--- config.mk ---
export PLATFORM = sky130hd
export DESIGN_NAME = axi_read_arbiter
export DESIGN_NICKNAME = d
export VERILOG_FILES = /design/src/rtl/axi_read_arbiter_pkg.sv /design/src/rtl/axi_read_arbiter_rr.sv /design/src/rtl/axi_read_arbiter.sv
export SDC_FILE = /design/constraint.sdc
export NUM_CORES = 1
export LEC_CHECK = 0
export ABC_AREA = 0
export BUFFER_PORTS_ARGS = -buffer_cell sky130_fd_sc_hd__buf_2
export CORE_AREA = 2 2 139 141
export DETAILED_ROUTE_END_ITERATION = 10
export DIE_AREA = 0 0 141 143
export GPL_TIMING_DRIVEN = 1
export SLEW_MARGIN = 25
export SYNTH_ARGS = -nofsm -noshare
export SYNTH_HDL_FRONTEND = slang
export SYNTH_SLANG_ARGS = --single-unit
--- constraint.sdc ---
create_clock -name clk -period 3.1 [get_ports clk]
set_clock_uncertainty 0.2 [all_clocks]
set_input_delay 0.31 -clock clk [delete_from_list [all_inputs] [get_ports clk]]
set_output_delay 0.31 -clock clk [all_outputs]
set_load 0.1 [all_outputs]
--- src/rtl/axi_read_arbiter_pkg.sv ---
// Shared types and helpers for the AXI read-port arbiter.
package axi_read_arbiter_pkg;

  localparam int DEF_ADDR_W = 32;
  localparam int DEF_DATA_W = 64;
  localparam int MAX_REQ    = 8;

  typedef enum logic [1:0] {
    ARB_IDLE,
    ARB_ADDR,
    ARB_DATA
  } arb_state_t;

  // One-hot to binary index; OR-reduction is safe because the input is one-hot.
  function automatic logic [2:0] oh_to_idx(input logic [MAX_REQ-1:0] oh);
    logic [2:0] idx;
    idx = '0;
    for (int i = 0; i < MAX_REQ; i++)
      if (oh[i]) idx = idx | 3'(i);
    return idx;
  endfunction

endpackage

--- src/rtl/axi_read_arbiter_rr.sv ---
// Round-robin picker: search starts one past the last completed owner.
module axi_read_arbiter_rr #(
  parameter int N = 4
) (
  input  logic                 clk,
  input  logic                 rst_n,
  input  logic [N-1:0]         req_i,
  input  logic                 update_i,
  input  logic [$clog2(N)-1:0] last_i,
  output logic [N-1:0]         grant_o
);
  localparam int IW = $clog2(N);

  logic [IW-1:0] ptr_q, ptr_d, idx;

  // Walk from lowest to highest priority so the highest-priority hit wins.
  always_comb begin
    grant_o = '0;
    idx     = '0;
    for (int k = N - 1; k >= 0; k--) begin
      idx = IW'((int'(ptr_q) + k) % N);
      if (req_i[idx]) begin
        grant_o      = '0;
        grant_o[idx] = 1'b1;
      end
    end
  end

  // Pointer moves only when a burst finishes, never on grant.
  assign ptr_d = update_i ? IW'((int'(last_i) + 1) % N) : ptr_q;

  // Priority pointer register.
  always_ff @(posedge clk or negedge rst_n) begin
    if (!rst_n) ptr_q <= '0;
    else        ptr_q <= ptr_d;
  end

endmodule

--- src/rtl/axi_read_arbiter.sv ---
// Shares one AXI4 read master port among NUM_REQ requesters, one burst at a time.
module axi_read_arbiter
  import axi_read_arbiter_pkg::*;
#(
  parameter int NUM_REQ        = 4,
  parameter int AXI_ADDR_WIDTH = DEF_ADDR_W,
  parameter int AXI_DATA_WIDTH = DEF_DATA_W
) (
  input  logic                              clk,
  input  logic                              reset_n,
  input  logic [NUM_REQ-1:0]                req_arvalid,
  input  logic [NUM_REQ*AXI_ADDR_WIDTH-1:0] req_araddr,
  input  logic [NUM_REQ*8-1:0]              req_arlen,
  output logic [NUM_REQ-1:0]                req_arready,
  output logic [NUM_REQ-1:0]                req_rvalid,
  output logic [AXI_DATA_WIDTH-1:0]         req_rdata,
  input  logic [NUM_REQ-1:0]                req_rready,
  output logic                              req_rlast,
  output logic [AXI_ADDR_WIDTH-1:0]         m_araddr,
  output logic [7:0]                        m_arlen,
  output logic [2:0]                        m_arprot,
  output logic                              m_arvalid,
  input  logic                              s_arready,
  input  logic [AXI_DATA_WIDTH-1:0]         s_rdata,
  input  logic                              s_rvalid,
  output logic                              m_rready
);
  localparam int IDX_W = $clog2(NUM_REQ);

  arb_state_t                state_q, state_d;
  logic [IDX_W-1:0]          owner_q, owner_d, pick;
  logic [AXI_ADDR_WIDTH-1:0] araddr_q, araddr_d;
  logic [7:0]                arlen_q, arlen_d;
  logic [7:0]                beat_cnt_q, beat_cnt_d;
  logic [NUM_REQ-1:0]        grant;
  logic                      burst_done;

  axi_read_arbiter_rr #(.N(NUM_REQ)) u_rr (
    .clk      (clk),
    .rst_n    (reset_n),
    .req_i    (req_arvalid),
    .update_i (burst_done),
    .last_i   (owner_q),
    .grant_o  (grant)
  );

  assign pick     = IDX_W'(oh_to_idx(MAX_REQ'(grant)));
  assign m_araddr = araddr_q;
  assign m_arlen  = arlen_q;
  assign m_arprot = 3'b000;

  // Next-state and channel routing; address/length come from latched registers
  // so requester changes after the IDLE sample are ignored.
  always_comb begin
    state_d     = state_q;
    owner_d     = owner_q;
    araddr_d    = araddr_q;
    arlen_d     = arlen_q;
    beat_cnt_d  = beat_cnt_q;
    m_arvalid   = 1'b0;
    m_rready    = 1'b0;
    req_arready = '0;
    req_rvalid  = '0;
    req_rdata   = '0;
    req_rlast   = 1'b0;
    burst_done  = 1'b0;
    unique case (state_q)
      ARB_IDLE: begin
        if (|req_arvalid) begin
          owner_d  = pick;
          araddr_d = req_araddr[int'(pick)*AXI_ADDR_WIDTH +: AXI_ADDR_WIDTH];
          arlen_d  = req_arlen[int'(pick)*8 +: 8];
          state_d  = ARB_ADDR;
        end
      end
      ARB_ADDR: begin
        m_arvalid = 1'b1;
        if (s_arready) begin
          req_arready[owner_q] = 1'b1;
          beat_cnt_d           = arlen_q;
          state_d              = ARB_DATA;
        end
      end
      ARB_DATA: begin
        m_rready            = req_rready[owner_q];
        req_rvalid[owner_q] = s_rvalid;
        req_rdata           = s_rdata;
        req_rlast           = s_rvalid && (beat_cnt_q == 8'd0);
        if (s_rvalid && m_rready) begin
          if (beat_cnt_q == 8'd0) begin
            burst_done = 1'b1;
            state_d    = ARB_IDLE;
          end else begin
            beat_cnt_d = beat_cnt_q - 8'd1;
          end
        end
      end
      default: state_d = ARB_IDLE;
    endcase
  end

  // State, owner, latched request and beat counter.
  always_ff @(posedge clk or negedge reset_n) begin
    if (!reset_n) begin
      state_q    <= ARB_IDLE;
      owner_q    <= '0;
      araddr_q   <= '0;
      arlen_q    <= '0;
      beat_cnt_q <= '0;
    end else begin
      state_q    <= state_d;
      owner_q    <= owner_d;
      araddr_q   <= araddr_d;
      arlen_q    <= arlen_d;
      beat_cnt_q <= beat_cnt_d;
    end
  end

`ifndef SYNTHESIS
  // Read data outside a granted burst is a slave protocol error.
  a_rvalid_only_in_data: assert property (@(posedge clk) disable iff (!reset_n)
    s_rvalid |-> state_q == ARB_DATA);
`endif

endmodule

==> results.md, run 1 <==
* Cts bufs inserted at 5
* Fin. max-slew vios at 0
* Max incr delay on CP at 0.59 ns
* Vias in the first global route at 5330
* First-pass GRT wire length at 28230 um
* Area grow syn2layout at 48.34%
* WL/cell at 17.25 um
* Synth Area in Compound Gates at 0.3078
* Register area share after synthesis at 0.2752
* Post-Synth XOR/XNOR Area at 0
* Maximum clock path buffer count at 2
* Number of diodes at 0
* Fill cells at 1901
* Worst VDD drop at 0.5921 mV
* Mapped Cells at 549
* Largest delay share family, worst path: multiplexers
* Vias at 5653
* Largest net degree at the start of global routing at 80
* Adder-Cell Fraction of Synth Area at 0.03568
* Total Die Area at 20160 sq um
* Buffers added on ports at 350
* DP Area at 6964 sq um
* Min-delay src: s_arready
* Crit. End Element: flip-flop
* Post-Syn Area at 4910 sq um
* Multiplexer share of the synthesized area at 0.1167
* Critical path's most frequent cell: buf_12
* DRC at 0
* # nets final at 1127
* Post-route clock period utilization at 0.9632
* CTS Sinks at 54
* Hold Path End: state_q[0]$_DFFE_PN0P_
* Chip width at 141 um
* Setup TNS at 0 ns
* Worst path cell trace: buf_4 -> mux4_2 -> nand3b_1 -> a221oi_4 -> buf_6 -> nor2_4 -> buf_12 -> buf_12 -> mux2_1 -> o221a_1
* Core area at 18580 sq um
* DRT Pass-1 Iters at 6
* R2R Path End: m_arlen[0]$_DFFE_PN0P_
* WL final at 19160 um
* H-tree depth at 2
* Max_slew headroom at 0.4135
* Max_cap viols at 0
* HPWL after DPL at 13990 um
* Ys Warns at 0
* Vert. Die Dim at 143 um
* Final Hold Fails at 0
* Crit-path slowest cell: mux4_2
* PwrDens at 1127 nW/um^2
* Largest family of logic cells by synthesized area: compound AO/OA/AOI/OAI gates
* Share of cells above drive strength 1 at 0.4778
* Fmax at 0.3349 GHz
* R2r setup slk at 0.11 ns
* Initial DRC count at 286
* RSZ-0062 raised after global routing: false
* Initial antenna violation count at 0
* Crit path max fanout at 15
* FP Rows at 50
* Syn avg cell area at 8.943 sq um
* CTS Root Cell: clkbuf_16
* Placer Congestion at 0.8640
* CTS tree: done
* Crit path required time at 3.09 ns
* GRT Util Overall at 0.1750
* Starting density of the core at 0.2642
* CP Buf/Inv Count at 4
* Reg2Reg Depth at 10
* Post-route cell area at 7283 sq um
* Hold path depth at 2
* Crit Path Class: flip-flop to flip-flop
* Register bit total from synthesis at 54
* RR Startpoint: u_rr.ptr_q[1]$_DFFE_PN0P_
* Outcome: complete, no violations
* CTS clock-pin slew for the worst setup and hold paths at 0.08 ns
* Via/cell ratio at 5.088
* Synth cell types at 41
* Worst-Margin Slew at 0.8797 ns
* Leak at 3.366 nW
* Clk_lat worst skew at 0.30 ns
* ANT nets after route at 0
* Total grt overflow at 0
* Post-synthesis simple-gate area fraction at 0.1960
* Setup-failing EPs final at 0
* CP Data Arrival Time at 2.98 ns
* Final min period at 2.986 ns
* Ports at 354
* Setup crit start kind: flip-flop
* Hold Crit Class: input pin to flip-flop
* Hold_ws at 0.06103 ns
## kinds of logic (layout without fill, tap and decap cells)
kind of cell / count (synthesis) / in the layout
AO/OA/AOI/OAI: 199 / 199
flip-flops: 54 / 54
buffers and inverters: 71 / 397
adder cells (fa/ha/maj): 14 / 14
multiplexers: 46 / 46
other: 1 / 3
AND/OR/NAND/NOR: 164 / 164
## synth_stat cells
master,number,area (sq um)
a211oi_1,80,600.6
a211oi_2,1,12.51
a21o_1,1,7.510
a21oi_1,17,85.08
a221o_1,2,20.02
a221oi_2,1,15.01
a221oi_4,1,26.28
a31o_2,1,8.760
and2_1,66,412.9
and3_1,8,50.05
buf_2,11,55.05
buf_4,4,30.03
buf_6,5,56.30
clkbuf_1,41,153.9
conb_1,1,3.750
dfrtp_1,54,1351
ha_1,14,175.2
inv_1,10,37.54
mux2_1,31,349.1
mux2_2,9,101.4
mux2i_1,1,10.01
mux4_2,5,112.6
nand2_1,17,63.81
nand2b_1,4,25.02
nand3_1,4,20.02
nand3b_1,2,15.01
nand4_1,1,6.260
nor2_1,10,37.54
nor2_2,1,6.260
nor2b_1,5,31.28
nor2b_4,1,13.76
nor3_1,2,10.01
nor4_1,40,250.2
o211ai_1,3,22.52
o21ai_0,49,245.2
o221a_1,39,439.2
o22ai_1,2,12.51
o2bb2ai_1,1,8.760
o31ai_1,1,7.510
or3_1,2,12.51
or4_1,1,7.510
## state kept, by name, summed over array words and instances, names as in the netlist
register / cells
m_araddr: 32
beat_cnt_q: 8
m_arlen: 8
owner_q: 2
state_q: 2
u_rr.ptr_q: 2
## repair_timing
item                                    4_1_cts  5_1_grt
hold buffers                                  1        0
gates resized for setup                       0        9
buffers inserted                              0        4
endpoints found under the hold margin        36        0
endpoints found under the setup margin        0       40
## layer usage
layer | vias up | wire (um) | GRT usage
met4 | 0 | 228 | 0.03842
met2 | 191 | 8928 | 0.2868
met1 | 2653 | 8991 | 0.2403
li1 | 2791 | - | -
met5 | - | 0 | 0
met3 | 18 | 1013 | 0.03320
## stage by stage
| stage | power (mW) | instances | worst slack, ns | util |
|---|---|---|---|---|
| 5_1_grt | 8.624 | 1111 | 0.001103 | 0.3920 |
| 4_1_cts | 8.230 | 1105 | 0.01158 | 0.3844 |
| 2_1_floorplan | 6.376 | 551 | 0.02848 | - |
| 3_5_place_dp | 7.540 | 1097 | 0.04827 | 0.3748 |
| 6_report | 8.209 | 1111 | 0.1142 | 0.3920 |
| 3_3_place_gp | 7.494 | 1097 | 0.1178 | 0.3746 |
## how the worst max path moves through the flow
stage / startpoint / to / slack, ns / cells after the start
after floorplan: u_rr.ptr_q[0]$_DFFE_PN0P_ / m_araddr[20]$_DFFE_PN0P_ / 0.03 / 10
after global placement: u_rr.ptr_q[1]$_DFFE_PN0P_ / m_arlen[7]$_DFFE_PN0P_ / 0.12 / 9
after detailed placement: u_rr.ptr_q[1]$_DFFE_PN0P_ / m_araddr[6]$_DFFE_PN0P_ / 0.05 / 9
after CTS: u_rr.ptr_q[1]$_DFFE_PN0P_ / m_araddr[6]$_DFFE_PN0P_ / 0.01 / 9
after global routing: u_rr.ptr_q[0]$_DFFE_PN0P_ / m_arlen[4]$_DFFE_PN0P_ / 0.001 / 10
final: u_rr.ptr_q[1]$_DFFE_PN0P_ / m_arlen[0]$_DFFE_PN0P_ / 0.11 / 10
## worst register-to-register path, stage by stage, from the launching register on
cell,delay [ns]
dfrtp_1,0.35
buf_4,0.13
mux4_2,0.59
nand3b_1,0.26
a221oi_4,0.27
buf_6,0.15
nor2_4,0.04
buf_12,0.15
buf_12,0.15
mux2_1,0.36
o221a_1,0.23
## layout make-up
type	instances	area (sq um)	share of cell area
multi-input combinational	426	3319	0.4558
timing repair buffer	380	2113	0.2902
sequential	54	1351	0.1855
tap	234	292.8	0.04020
clock buffer	6	138.9	0.01907
inverter	10	37.54	0.005154
clock inverter	1	30.03	0.004123
## placed cells by master, fill, tap and decap left out, drive strengths merged, types with 6 or more instances in the layout
cell / netlist / layout
nor2b: 6 / 6
nor2: 11 / 11
nand2: 17 / 17
a21oi: 17 / 17
dfrtp: 54 / 54
o21ai: 49 / 49
nor4: 40 / 40
a211oi: 81 / 81
and2: 66 / 66
buf: 20 / 377
o221a: 39 / 39
and3: 8 / 8
clkbuf: 41 / 8
inv: 10 / 10
ha: 14 / 14
mux2: 40 / 40
## power by group
group / total [mW] / switching, mW / internal, mW
sequential: 1.35 / 0.287 / 1.06
combinational: 6.19 / 4.84 / 1.35
clock: 0.668 / 0.268 / 0.400
Note: power is estimated with default switching activity, not from simulation.
==> inputs of run 2 (changes only) <==
--- a/config.mk
+++ b/config.mk
@@ -7,11 +7,12 @@
 export LEC_CHECK = 0
 export ABC_AREA = 0
 export BUFFER_PORTS_ARGS = -buffer_cell sky130_fd_sc_hd__buf_2
-export CORE_AREA = 2 2 139 141
+export CORE_AREA = 2 2 136 138
 export DETAILED_ROUTE_END_ITERATION = 10
-export DIE_AREA = 0 0 141 143
+export DIE_AREA = 0 0 138 140
 export GPL_TIMING_DRIVEN = 1
 export SLEW_MARGIN = 25
 export SYNTH_ARGS = -nofsm -noshare
 export SYNTH_HDL_FRONTEND = slang
+export SYNTH_HIERARCHICAL = 1
 export SYNTH_SLANG_ARGS = --single-unit
==> run 2 against run 1 <==
  * Sequential share of layout area is 1.0 points higher
  * Sequential cell count is the same
  * Die area down 4.2%
  * Global-route usage up 1.5 points
  * Register-to-register slack improved by 0.02 ns
  * Synthesized cell count down 0.36%
  * Maximum frequency increased by 0.69%
  * First-iteration DRC count is 7.0% lower
  * Critical endpoint is now m_araddr[2]$_DFFE_PN0P_
  * Largest cell class unchanged
==> results.md, run 2 <==
* Final min period at 2.965 ns (was 2.986 ns)
* Share of cells above drive strength 1 at 0.4785 (was 0.4778)
* Most frequent cells in the layout: buf_2 (349), nand2_1 (94), and2_1 (67), dfrtp_1 (54) (was buf_2 (350), a211oi_1 (78), and2_1 (66), dfrtp_1 (54), o21ai_0 (49))
* Vias in the first global route at 5213 (was 5330)
* Fill cells at 1853 (was 1901)
* Max incr delay on CP at 0.37 ns (was 0.59 ns)
* Starting density of the core at 0.2507 (was 0.2642)
* Met2 Routed Length at 10420 um (was 8928 um)
* H-tree depth at 2 (unchanged)
* Crit-path slowest cell: dfrtp_1 (was mux4_2)
* Max_cap viols at 0 (unchanged)
* Ys Warns at 6 (was 0)
* Setup crit start kind: flip-flop (unchanged)
* Pwr Total at 8.123 mW (was 8.209 mW)
* CTS Sinks at 54 (unchanged)
* Fmax at 0.3372 GHz (was 0.3349 GHz)
* CTS tree: done (unchanged)
* Total Die Area at 19320 sq um (was 20160 sq um)
* Critical path's most frequent cell: buf_4 (was buf_12)
* Area grow syn2layout at 54.91% (was 48.34%)
* Crit. End Element: flip-flop (unchanged)
* Met3 routed WL at 1355 um (was 1013 um)
* Total grt overflow at 0 (unchanged)
* Crit Path Class: flip-flop to flip-flop (unchanged)
* Leak at 3.687 nW (was 3.366 nW)
* Core area at 17780 sq um (was 18580 sq um)
* GRT Util Overall at 0.1903 (was 0.1750)
* Max reg flops at 32 (unchanged)
* Vias at 5407 (was 5653)
* Setup-failing EPs final at 0 (unchanged)
* Ports at 354 (unchanged)
* Crit path max fanout at 18 (was 15)
* Buffers added on ports at 350 (unchanged)
* Worst VDD drop at 0.5318 mV (was 0.5921 mV)
* Post-route clock period utilization at 0.9566 (was 0.9632)
* Initial DRC count at 266 (was 286)
* WL final at 19430 um (was 19160 um)
* DRC at 0 (unchanged)
* Hold_ws at 0.03378 ns (was 0.06103 ns)
* Outcome: complete, no violations (unchanged)
* DP Area at 6605 sq um (was 6964 sq um)
* Largest net degree at the start of global routing at 85 (was 80)
* Crit path required time at 3.14 ns (was 3.09 ns)
* PwrDens at 1176 nW/um^2 (was 1127 nW/um^2)
* Fin. max-slew vios at 0 (unchanged)
* Initial antenna violation count at 8 (was 0)
* Mapped Cells at 547 (was 549)
* Final Hold Fails at 0 (unchanged)
* Clk_lat worst skew at 0.30 ns (about the same)
* R2r setup slk at 0.13 ns (was 0.11 ns)
* Maximum clock path buffer count at 2 (unchanged)
* Placer Congestion at 0.8298 (was 0.8640)
* Max_slew headroom at 0.5684 (was 0.4135)
* Chip width at 138 um (was 141 um)
* FP Rows at 49 (was 50)
* Largest delay share family, worst path: compound AO/OA/AOI/OAI gates (was multiplexers)
* Top sig layer: met5 (was met4)
* ANT nets after route at 0 (unchanged)
* Commonest non-fill, non-tap cell in the layout: buf_2 (unchanged)
* Vert. Die Dim at 140 um (was 143 um)
* First-pass GRT wire length at 29030 um (was 28230 um)
* Cts bufs inserted at 5 (unchanged)
* HPWL after DPL at 15630 um (was 13990 um)
* Post-Syn Area at 4457 sq um (was 4910 sq um)
* DRT Pass-1 Iters at 4 (was 6)
* # nets final at 1128 (was 1127)
* Worst path cell trace: buf_6 -> mux2_4 -> and3_1 -> a2111oi_2 -> buf_4 -> o31ai_4 -> buf_4 -> buf_12 -> nor2b_1 -> a211oi_1 -> a311oi_1 -> a21o_1 (was buf_4 -> mux4_2 -> nand3b_1 -> a221oi_4 -> buf_6 -> nor2_4 -> buf_12 -> buf_12 -> mux2_1 -> o221a_1)
* Via/cell ratio at 4.841 (was 5.088)
* CP Buf/Inv Count at 4 (unchanged)
* CTS clock-pin slew for the worst setup and hold paths at 0.08 ns (about the same)
* Met1 wire length at 7382 um (was 8991 um)
* CP Data Arrival Time at 3.01 ns (was 2.98 ns)
* Syn avg cell area at 8.148 sq um (was 8.943 sq um)
* Post-route cell area at 6904 sq um (was 7283 sq um)
* WL/cell at 17.40 um (was 17.25 um)
* Hold Crit Class: input pin to flip-flop (unchanged)
* CTS Root Cell: clkbuf_16 (unchanged)
* Worst-Margin Slew at 0.6474 ns (was 0.8797 ns)
-- run 2: worst register-to-register path, delay by kind of cell (launching register included) --
family	cells	cell delay (ns)
muxes	1	0.33
and+or+nand+nor	2	0.31
DFF	1	0.37
AOI/OAI and AO/OA	5	0.92
buffers and inverters	4	0.75
-- run 2: routing by layer --
metal | GRT usage | vias up
met2 | 0.3593 | 265
li1 | - | 2615
met3 | 0.03863 | 19
met1 | 0.2149 | 2506
met5 | 0 | -
met4 | 0.05854 | 2
-- run 2: stage by stage --
step / setup WS (ns) / setup TNS (ns) / cells / utilization
after floorplan: -0.07489 / -0.2247 / 549 / -
after global placement: 0.06817 / 0 / 1101 / 0.3715
after detailed placement: 0.02070 / 0 / 1101 / 0.3715
after CTS: 0.004843 / 0 / 1110 / 0.3822
after global routing: -0.01291 / -0.04229 / 1117 / 0.3883
final: 0.1347 / 0 / 1117 / 0.3883
-- run 2: final cells by class --
| type | instances | area [sq um] | area share |
|---|---|---|---|
| multi-input combinational | 436 | 2954 | 0.4279 |
| timing repair buffer | 381 | 2106 | 0.3050 |
| sequential | 54 | 1351 | 0.1957 |
| tap | 229 | 286.5 | 0.04150 |
| clock buffer | 6 | 138.9 | 0.02012 |
| clock inverter | 2 | 38.79 | 0.005618 |
| inverter | 5 | 18.77 | 0.002718 |
| antenna | 4 | 10.01 | 0.001450 |
-- run 2: where the power goes --
part,internal (mW),leakage [nW],switching (mW),total (mW)
clock,0.407,0.0875,0.280,0.687
combinational,1.36,2.94,4.73,6.09
sequential,1.05,0.661,0.298,1.35
-- run 2: final timing paths --
check,cells past startpoint,endpoint,start
worst max-delay path,12,m_araddr[2]$_DFFE_PN0P_,u_rr/ptr_q[0]$_DFFE_PN0P_
worst min-delay path,2,state_q[0]$_DFFE_PN0P_,s_arready
worst max register to register,12,m_araddr[2]$_DFFE_PN0P_,u_rr/ptr_q[0]$_DFFE_PN0P_
worst min register to register,1,m_araddr[5]$_DFFE_PN0P_,m_araddr[5]$_DFFE_PN0P_
max in group asynchronous,3,beat_cnt_q[6]$_DFFE_PN0P_,reset_n
min in group asynchronous,2,m_araddr[16]$_DFFE_PN0P_,reset_n
-- run 2: timing repair --
action / 4_1_cts / 5_1_grt
resized for setup: 1 / 14
setup buffers: 0 / 3
endpoints found under the hold margin: 27 / 0
setup endpoints to repair: 11 / 40
hold buffers: 1 / 0
==> inputs of run 3 (changes only) <==
--- a/config.mk
+++ b/config.mk
@@ -5,12 +5,12 @@
 export SDC_FILE = /design/constraint.sdc
 export NUM_CORES = 1
 export LEC_CHECK = 0
-export ABC_AREA = 0
+export ABC_AREA = 1
 export BUFFER_PORTS_ARGS = -buffer_cell sky130_fd_sc_hd__buf_2
-export CORE_AREA = 2 2 136 138
+export CORE_AREA = 2 2 137 139
 export DETAILED_ROUTE_END_ITERATION = 10
-export DIE_AREA = 0 0 138 140
-export GPL_TIMING_DRIVEN = 1
+export DIE_AREA = 0 0 139 141
+export GPL_TIMING_DRIVEN = 0
 export SLEW_MARGIN = 25
 export SYNTH_ARGS = -nofsm -noshare
 export SYNTH_HDL_FRONTEND = slang
==> run 3 against run 2 <==
  * Utilization is 1.5 points lower
  * Largest cell class unchanged
  * Sequential cell count stayed put
  * Synthesized cell count is 39% higher
==> results.md, run 3 <==
* Outcome: complete, no violations (unchanged)
* Fin. max-slew vios at 0 (unchanged)
* Hold Path End: m_araddr[30]$_DFFE_PN0P_ (was state_q[0]$_DFFE_PN0P_)
* Most frequent cells in the layout: buf_2 (371), nor2_1 (282), nand2_1 (87), inv_1 (85), o21ai_1 (55) (was buf_2 (349), nand2_1 (94), and2_1 (67), dfrtp_1 (54))
* WL/cell at 14.74 um (was 17.40 um)
* CTS Root Cell: clkbuf_16 (unchanged)
* CTS tree: done (unchanged)
* Setup ws final at 0.2222 ns (was 0.1347 ns)
* Final Hold Fails at 0 (unchanged)
* CTS Sinks at 54 (unchanged)
* CP Data Arrival Time at 2.85 ns (was 3.01 ns)
* Hold Crit Class: input pin to flip-flop (unchanged)
* Buffers added on ports at 350 (unchanged)
* Total Die Area at 19600 sq um (was 19320 sq um)
* HPWL after DPL at 16600 um (was 15630 um)
* Total grt overflow at 0 (unchanged)
* Post-route cell area at 6825 sq um (was 6904 sq um)
* First-pass GRT wire length at 30220 um (was 29030 um)
* Initial antenna violation count at 1 (was 8)
* DRC at 0 (unchanged)
* Post-Syn Area at 4544 sq um (was 4457 sq um)
* Post-route clock period utilization at 0.9283 (was 0.9566)
* Final min period at 2.878 ns (was 2.965 ns)
* Mapped Cells at 758 (was 547)
* WL final at 20020 um (was 19430 um)
* R2r setup slk at 0.22 ns (was 0.13 ns)
* Cts bufs inserted at 5 (unchanged)
* Met2 Routed Length at 10500 um (was 10420 um)
* Met3 routed WL at 1280 um (was 1355 um)
* Area grow syn2layout at 50.19% (was 54.91%)
* Final Instance Count excl. Fillers at 1358 (was 1117)
* Reg2Reg Depth at 14 (was 12)
* Max reg flops at 32 (unchanged)
* R2R Path End: m_araddr[6]$_DFFE_PN0P_ (was m_araddr[2]$_DFFE_PN0P_)
* Setup-failing EPs final at 0 (unchanged)
* Worst-Margin Slew at 0.7585 ns (was 0.6474 ns)
* Commonest non-fill, non-tap cell in the layout: buf_2 (unchanged)
* Worst slack, placed at -0.04595 ns (was 0.02070 ns)
* ANT nets after route at 0 (unchanged)
* Vert. Die Dim at 141 um (was 140 um)
* CTS clock-pin slew for the worst setup and hold paths at 0.08 ns (about the same)
* Share of cells above drive strength 1 at 0.3776 (was 0.4785)
* H-tree depth at 2 (unchanged)
* Placed cells at 1344 (was 1101)
* Initial DRC count at 268 (was 266)
* Util after Layout at 0.3736 (was 0.3883)
* Crit. End Element: flip-flop (unchanged)
* Clk_lat worst skew at 0.29 ns (was 0.30 ns)
* Vias in the first global route at 5741 (was 5213)
* Chip width at 139 um (was 138 um)
* Core area at 18270 sq um (was 17780 sq um)
* Max_slew headroom at 0.4943 (was 0.5684)
* DP Area at 6599 sq um (was 6605 sq um)
* Ys Warns at 6 (unchanged)
* Max_cap viols at 0 (unchanged)
* RSZ-0062 raised after global routing: false
* Fill cells at 2029 (was 1853)
* Maximum clock path buffer count at 2 (unchanged)
* Ports at 354 (unchanged)
* Crit path max fanout at 10 (was 18)
* Hold path depth at 3 (was 2)
* RR Startpoint: u_rr/ptr_q[0]$_DFFE_PN0P_ (unchanged)
* Setup crit start kind: flip-flop (unchanged)
* Largest net degree at the start of global routing at 55 (was 85)
* GRT Util Overall at 0.1937 (was 0.1903)
* Fmax at 0.3475 GHz (was 0.3372 GHz)
* Crit Path Class: flip-flop to flip-flop (unchanged)
* Syn avg cell area at 5.995 sq um (was 8.148 sq um)
* # nets final at 1367 (was 1128)
* Placer Congestion at 0.8612 (was 0.8298)
* Met1 wire length at 7728 um (was 7382 um)
* Top sig layer: met4 (was met5)
* Starting density of the core at 0.2488 (was 0.2507)
* DRT Pass-1 Iters at 6 (was 4)
* Min-delay src: req_araddr[94] (was s_arready)
* Via/cell ratio at 4.464 (was 4.841)
* Crit path required time at 3.07 ns (was 3.14 ns)
* Vias at 6062 (was 5407)
* FP Rows at 50 (was 49)
## run 3: critical path, cell delays in order, from the launching register on
cell and delay (ns):
dfrtp_2 0.46, inv_2 0.12, ha_1 0.34, inv_1 0.07
nand3_1 0.09, nand2_2 0.09, o21ai_0 0.16, inv_1 0.06
nand2_1 0.06, nand2_1 0.13, nor2_4 0.22, buf_1 0.40
nor2_1 0.15, o21ai_1 0.12, a31oi_1 0.09
## run 3: final cells by class
cell class                      instances  area, sq um  area share
Inverter                               95        356.6     0.05225
Tap cell                              234        292.8     0.04290
Clock inverter                          1        30.03    0.004400
Sequential cell                        54         1354      0.1984
Buffer                                 45        259.0     0.03795
Antenna cell                            1        2.502   0.0003666
Clock buffer                            7        132.6     0.01943
Timing Repair Buffer                  355         1807      0.2647
Multi-Input combinational cell        566         2591      0.3797
## run 3: how the worst max path moves through the flow
stage	start	slack [ns]	to	depth (start not counted)
after floorplan	state_q[1]$_DFFE_PN0P_	-0.25	req_arready[0]	3
final	u_rr/ptr_q[0]$_DFFE_PN0P_	0.22	m_araddr[6]$_DFFE_PN0P_	14
after global routing	u_rr/ptr_q[0]$_DFFE_PN0P_	0.002	m_arlen[2]$_DFFE_PN0P_	16
after detailed placement	u_rr/ptr_q[1]$_DFFE_PN0P_	-0.05	m_araddr[27]$_DFFE_PN0P_	14
after global placement	u_rr/ptr_q[1]$_DFFE_PN0P_	0.004	m_araddr[1]$_DFFE_PN0P_	14
after CTS	u_rr/ptr_q[0]$_DFFE_PN0P_	0.07	m_araddr[19]$_DFFE_PN0P_	15
## run 3: metrics by stage
step | hold WS, ns | TNS, ns
floorplan | -0.1856 | -0.9927
global placement | 0.2903 | 0
detailed placement | 0.2354 | -0.4829
CTS | 0.09551 | 0
global route | 0.1023 | 0
finish | 0.1007 | 0
## run 3: layer usage
layer	up-vias	global-route usage
met5	-	0
met4	0	0.06645
met3	24	0.04212
met2	241	0.3728
met1	2701	0.2088
li1	3096	-
## run 3: timing repair
action	in CTS	in global routing
pin swaps	0	1
hold buffers	1	0
resized for setup	3	3
buffers inserted	0	4
cloned	0	0
hold endpoints to repair	54	0
setup endpoints to repair	18	40
Power of run 3 is not shown: default switching activity piles up to over one toggle a cycle in this logic, so the estimate is an artifact.
